--- src/rtl/nibble_serial_adder_ctrl.sv ---
// nibble_serial_adder_ctrl: WIDTH-bit adder built from one shared 4-bit adder.
// It processes one nibble per clock, LSB first, and registers the carry between nibbles.
// Ports: clk, rst (sync, active-high), start/a/b/cin (request, accepted when not busy),
//        busy/done (decoded from state), sum/co (result registers).
// Optional build macro NIBBLE_SERIAL_ADDER_SUB_EN adds the sub input (a - b).

module ripple_fulladder_4 (
  input  logic [3:0] a_i,
  input  logic [3:0] b_i,
  input  logic       ci_i,
  output logic [3:0] s_o,
  output logic       co_o
);
  logic [4:0] cy;

  assign cy[0] = ci_i;

  for (genvar i = 0; i < 4; i++) begin : g_fa
    assign s_o[i]  = a_i[i] ^ b_i[i] ^ cy[i];
    assign cy[i+1] = (a_i[i] & b_i[i]) |
                     (cy[i] & (a_i[i] ^ b_i[i]));
  end

  assign co_o = cy[4];
endmodule

module nibble_serial_adder_ctrl #(
  parameter int WIDTH = 16
) (
  input  logic             clk,
  input  logic             rst,
  input  logic             start,
`ifdef NIBBLE_SERIAL_ADDER_SUB_EN
  input  logic             sub,
`endif
  input  logic [WIDTH-1:0] a,
  input  logic [WIDTH-1:0] b,
  input  logic             cin,
  output logic             busy,
  output logic             done,
  output logic [WIDTH-1:0] sum,
  output logic             co
);
  localparam int NIB = WIDTH / 4;
  localparam int IW  = (NIB > 1) ? $clog2(NIB) : 1;

  typedef enum logic [1:0] {
    IDLE,
    RUN,
    DONE
  } state_t;

  state_t           state_q, state_d;
  logic [IW-1:0]    idx_q, idx_d;
  logic             c_q, c_d;
  logic [WIDTH-1:0] a_q, a_d;
  logic [WIDTH-1:0] b_q, b_d;
  logic [WIDTH-1:0] sum_q, sum_d;
  logic             co_q, co_d;

  logic [3:0]       nib_a, nib_b, nib_s;
  logic             nib_co;
  logic [WIDTH-1:0] b_ld;
  logic             c_ld;
  logic             last;

  // Subtraction is a + ~b + 1, so only the loaded operand and carry change.
`ifdef NIBBLE_SERIAL_ADDER_SUB_EN
  assign b_ld = sub ? ~b : b;
  assign c_ld = sub ? 1'b1 : cin;
`else
  assign b_ld = b;
  assign c_ld = cin;
`endif

  assign nib_a = a_q[{idx_q, 2'b00} +: 4];
  assign nib_b = b_q[{idx_q, 2'b00} +: 4];
  assign last  = (idx_q == IW'(NIB - 1));

  ripple_fulladder_4 u_fa4 (
    .a_i  (nib_a),
    .b_i  (nib_b),
    .ci_i (c_q),
    .s_o  (nib_s),
    .co_o (nib_co)
  );

  always_comb begin
    state_d = state_q;
    idx_d   = idx_q;
    c_d     = c_q;
    a_d     = a_q;
    b_d     = b_q;
    sum_d   = sum_q;
    co_d    = co_q;
    unique case (state_q)
      IDLE, DONE: begin
        if (start) begin
          a_d     = a;
          b_d     = b_ld;
          c_d     = c_ld;
          idx_d   = '0;
          state_d = RUN;
        end else begin
          state_d = IDLE;
        end
      end
      RUN: begin
        sum_d[{idx_q, 2'b00} +: 4] = nib_s;
        c_d   = nib_co;
        idx_d = idx_q + IW'(1);
        if (last) begin
          co_d    = nib_co;
          state_d = DONE;
        end
      end
      default: state_d = IDLE;
    endcase
  end

  always_ff @(posedge clk) begin
    if (rst) begin
      state_q <= IDLE;
      idx_q   <= '0;
      c_q     <= 1'b0;
      a_q     <= '0;
      b_q     <= '0;
      sum_q   <= '0;
      co_q    <= 1'b0;
    end else begin
      state_q <= state_d;
      idx_q   <= idx_d;
      c_q     <= c_d;
      a_q     <= a_d;
      b_q     <= b_d;
      sum_q   <= sum_d;
      co_q    <= co_d;
    end
  end

  assign busy = (state_q == RUN);
  assign done = (state_q == DONE);
  assign sum  = sum_q;
  assign co   = co_q;
endmodule

--- config.mk ---
export PLATFORM = sky130hd
export DESIGN_NAME = nibble_serial_adder_ctrl
export DESIGN_NICKNAME = d
export VERILOG_FILES = /design/src/rtl/nibble_serial_adder_ctrl.sv
export SDC_FILE = /design/constraint.sdc
export NUM_CORES = 1
export LEC_CHECK = 0
export ABC_AREA = 1
export BUFFER_PORTS_ARGS = -buffer_cell sky130_fd_sc_hd__buf_2
export CAP_MARGIN = 40
export CORE_UTILIZATION = 40
export DETAILED_ROUTE_END_ITERATION = 16
export GPL_TIMING_DRIVEN = 0
export HOLD_SLACK_MARGIN = 0.15
export PLACE_DENSITY = 0.75
export SLEW_MARGIN = 0
export SYNTH_ARGS = -nofsm -noshare
export SYNTH_HDL_FRONTEND = slang
export SYNTH_SLANG_ARGS = --single-unit
--- constraint.sdc ---
create_clock -name clk -period 2.8 [get_ports clk]
set_input_delay 0.42 -clock clk [delete_from_list [all_inputs] [get_ports clk]]
set_output_delay 0.42 -clock clk [all_outputs]
set_load 0.1 [all_outputs]
==> metrics <==
worst hold path depth=2; class of the worst hold path=primary input to flop; layout cells sized above 1=24.14%; initial cell density of the core=41.92%; required arrival time at the worst endpoint=3.01 ns; post-detail-place hpwl=4.240 mm; FF+latch count, synth=54; Inserted Clock Buffers=5; die area=6599 um^2; main combinational cell family by area after synthesis=simple AND/OR/NAND/NOR gates; clk_lat worst skew=0.31 ns; number of global-route vias before repair=2098; n_diodes=0; data arrival time of the critical path=2.93 ns; kind of cell with the highest combined delay on the critical path=adder cells; I/O pin count=55; final cell utilization of the core=50.94%; total number of yosys warnings=0; Netlist Area Pre-Place=2511 um^2; biggest cell delay along the critical path=0.48 ns; wire length of the first global-routing pass=9.404 mm; f_max=0.3673 GHz; critical path endpoint category=flop; post-synthesis compound-gate area fraction=17.09%; post-synth net total=387; highest-delay cell along the critical path=sky130_fd_sc_hd__fa_1; series of cell instances along the critical path=buf_6 -> o21ai_0 -> nor2_1 -> a21oi_2 -> fa_2 -> fa_1 -> inv_1 -> fa_2 -> fa_1 -> nand2_1 -> nor2_2 -> nand2_1 -> nand2_1 -> inv_1 -> nor2_1; run status=complete, no violations; clock root buffer master=sky130_fd_sc_hd__clkbuf_8; mean instance size in the synthesized netlist=7.364 um^2; Post-CTS Hold Fix Bufs=0; share of the yosys chip area belonging to registers=43.05%; Lkg Pwr=1.426 nW; synthesized-area fraction occupied by adder cells=6.178%; multiplexer share of the synthesized area=0%; xor-xnor portion of the synthesized cell area=0%; Total Wirelength=5.759 mm; setup repair after global routing missed its margin=yes; biggest fanout along the worst timing path=6; critical setup path kind=flop to flop; detail-routed via count per cell=4.854; H-tree depth reported by CTS=2; number of cells on the worst reg-to-reg path=15; Die Y=81.24 um; Final Max Slew Viols=0; worst hold path endpoint=state_q[0]$_SDFFE_PP0P_; worst hold path startpoint=rst; area delta synth->final=21.52%; pin count of the biggest net entering global routing=17; number of hold violations in the final report=0; unique cell type count in the Yosys netlist=25; fraction of synthesis flops using an asynchronous set or reset pin=0%; 1st-pass router iterations=4; Post-route DRC=0; post-route clock period utilization=97.24%; Final Net Count=451; type of origin of the critical path=flop; relative max-transition margin=67.59%; crit path buf inv count=3; CTS tree=done; PwrDens=591.0 nW/um^2; maximum clock skew at final layout=0.008556 ns; global-route usage over all layers=18.93%; startpoint of the worst register-to-register path=idx_q[1]$_SDFFE_PP0P_; core area=5991 um^2; count of mapped cells out of synthesis=341; Top cell by count, worst path=sky130_fd_sc_hd__nand2_1; worst IR drop on VDD=0.3812 mV; 1st-iter DRT viols=69; area occupied by registers=1086 um^2; Post-synth top flop=sky130_fd_sc_hd__dfxtp_1; Fin Hold WS=0.2921 ns; number of enable-type register cells in the synthesized netlist=0; final setup violation count=0; Worst-Margin Slew=0.4895 ns; Avg WL per Cell=11.97 um; min cycle time layout=2.723 ns; post-route antenna net violation count=0; number of maximum-capacitance constraint violations=0; antenna violations before repair=0; via count=2335; simple logic cell fraction of the synthesized area=24.36%; Fillers=605; GPL Wtd Cong=0.8421; gr ovfl total=0; multi-input combinational cell area=1215 um^2; I/O Buffers=54; count of standard-cell rows=28; Clock Sink Count=54; CTS clock-pin slew for the worst setup and hold paths=0.09 ns; FF-to-FF End=sum[7]$_SDFFE_PP0P_; Die Wd=81.24 um; number of buffers on the longest clock path=2; slack of the worst reg-to-reg path=0.08 ns
[cells in the mapped netlist (2+ instances only)]
master	number	area [um^2]
sky130_fd_sc_hd__ha_1	6	75.07
sky130_fd_sc_hd__buf_6	2	22.52
sky130_fd_sc_hd__fa_1	4	80.08
sky130_fd_sc_hd__dfxtp_1	54	1081
sky130_fd_sc_hd__nand2_1	34	127.6
sky130_fd_sc_hd__inv_1	26	97.59
sky130_fd_sc_hd__inv_2	4	15.01
sky130_fd_sc_hd__o21ai_1	9	45.04
sky130_fd_sc_hd__nor3_1	3	15.01
sky130_fd_sc_hd__buf_12	2	40.04
sky130_fd_sc_hd__nor2_4	3	33.78
sky130_fd_sc_hd__nand2_4	3	33.78
sky130_fd_sc_hd__a21oi_1	17	85.08
sky130_fd_sc_hd__o22ai_1	4	25.02
sky130_fd_sc_hd__clkbuf_1	5	18.77
sky130_fd_sc_hd__nor2_1	97	364.1
sky130_fd_sc_hd__buf_2	6	30.03
sky130_fd_sc_hd__nand3_1	3	15.01
sky130_fd_sc_hd__o21ai_0	53	265.3
[report_power, final]
group	total (mW)	internal, mW	switching, mW
combinational	0.433	0.145	0.288
clock	0.521	0.267	0.254
sequential	0.850	0.821	0.0285
total	1.80	1.23	0.571
[through the flow]
step	power, mW	cell area, um^2	setup slack [ns]	instances	setup TNS (ns)
2_1_floorplan	1.169	2511	0.1082	341	0
3_3_place_gp	1.269	2875	-0.2262	470	-0.9115
3_5_place_dp	1.279	2875	-0.2400	470	-1.061
4_1_cts	1.800	3002	0.004772	478	0
5_1_grt	1.903	3052	-0.02982	481	-0.02982
6_report	1.803	3052	0.07742	481	0
[worst max path at each step]
stage	startpoint	cells after the start	slack, ns	to
finish	idx_q[1]$_SDFFE_PP0P_	15	0.08	sum[7]$_SDFFE_PP0P_
global route	idx_q[1]$_SDFFE_PP0P_	15	-0.03	sum[7]$_SDFFE_PP0P_
detailed placement	idx_q[0]$_SDFFE_PP0P_	15	-0.24	sum[7]$_SDFFE_PP0P_
global placement	idx_q[1]$_SDFFE_PP0P_	14	-0.23	sum[7]$_SDFFE_PP0P_
floorplan	idx_q[0]$_SDFFE_PP0P_	15	0.11	sum[7]$_SDFFE_PP0P_
CTS	idx_q[0]$_SDFFE_PP0P_	15	0.005	sum[7]$_SDFFE_PP0P_
[what timing repair did]
action                                  4_1_cts  5_1_grt
endpoints found under the setup margin        9        5
pin swaps                                     0        5
setup buffers                                 0        3
resized for setup                             8       12
[registers in the layout (all words and copies together), names as in the netlist]
signal   flops
c_q          1
a_q         16
state_q      2
co           1
b_q         16
idx_q        2
sum         16
[per-layer routing]
metal / wire, um / GRT usage (%) / up-vias
met3: 307 / 4.157 / 9
met2: 2732 / 32.61 / 73
li1: - / - / 1214
met1: 2662 / 23.45 / 1039
met5: 0 / 0 / -
met4: 57 / 5.714 / 0
[cells by family after synthesis]
family	Yosys count
compound gates	84
simple gates	146
fa+ha+maj	10
flops	54
buf+inv	47
[cells in the final DEF, fill, tap and decap left out, types with 3 or more instances in the layout]
cell type,synthesis,routed
sky130_fd_sc_hd__inv_2,4,4
sky130_fd_sc_hd__ha_1,6,6
sky130_fd_sc_hd__o22ai_1,4,4
sky130_fd_sc_hd__o21ai_1,9,12
sky130_fd_sc_hd__nor2_4,3,3
sky130_fd_sc_hd__buf_2,6,57
sky130_fd_sc_hd__clkbuf_8,0,5
sky130_fd_sc_hd__nand3_1,3,3
sky130_fd_sc_hd__a21oi_2,1,4
sky130_fd_sc_hd__nand2_4,3,3
sky130_fd_sc_hd__nor2_1,97,96
sky130_fd_sc_hd__buf_4,0,3
sky130_fd_sc_hd__clkbuf_1,5,6
sky130_fd_sc_hd__a21oi_1,17,14
sky130_fd_sc_hd__nand2_1,34,34
sky130_fd_sc_hd__o21ai_0,53,50
sky130_fd_sc_hd__buf_6,2,4
sky130_fd_sc_hd__dfxtp_1,54,52
sky130_fd_sc_hd__nor3_1,3,3
sky130_fd_sc_hd__inv_1,26,26
[worst reg2reg max path, cell delays in order, from the launching register on]
cell and delay [ns]:
sky130_fd_sc_hd__dfxtp_2 0.37, sky130_fd_sc_hd__buf_6 0.14, sky130_fd_sc_hd__o21ai_0 0.08, sky130_fd_sc_hd__nor2_1 0.14, sky130_fd_sc_hd__a21oi_2 0.06, sky130_fd_sc_hd__fa_2 0.36, sky130_fd_sc_hd__fa_1 0.37, sky130_fd_sc_hd__inv_1 0.08
sky130_fd_sc_hd__fa_2 0.20, sky130_fd_sc_hd__fa_1 0.48, sky130_fd_sc_hd__nand2_1 0.14, sky130_fd_sc_hd__nor2_2 0.05, sky130_fd_sc_hd__nand2_1 0.06, sky130_fd_sc_hd__nand2_1 0.05, sky130_fd_sc_hd__inv_1 0.05, sky130_fd_sc_hd__nor2_1 0.03
[area by class of cell]
| type | count | area share (%) |
|---|---|---|
| Multi-Input combinational cell | 240 | 39.81 |
| Sequential cell | 54 | 35.59 |
| Timing Repair Buffer | 57 | 9.512 |
| Buffer | 15 | 4.223 |
| Inverter | 32 | 4.182 |
| Tap cell | 75 | 3.075 |
| Clock buffer | 6 | 2.378 |
| Clock inverter | 2 | 1.230 |
Note: power is estimated with default switching activity, not from simulation.
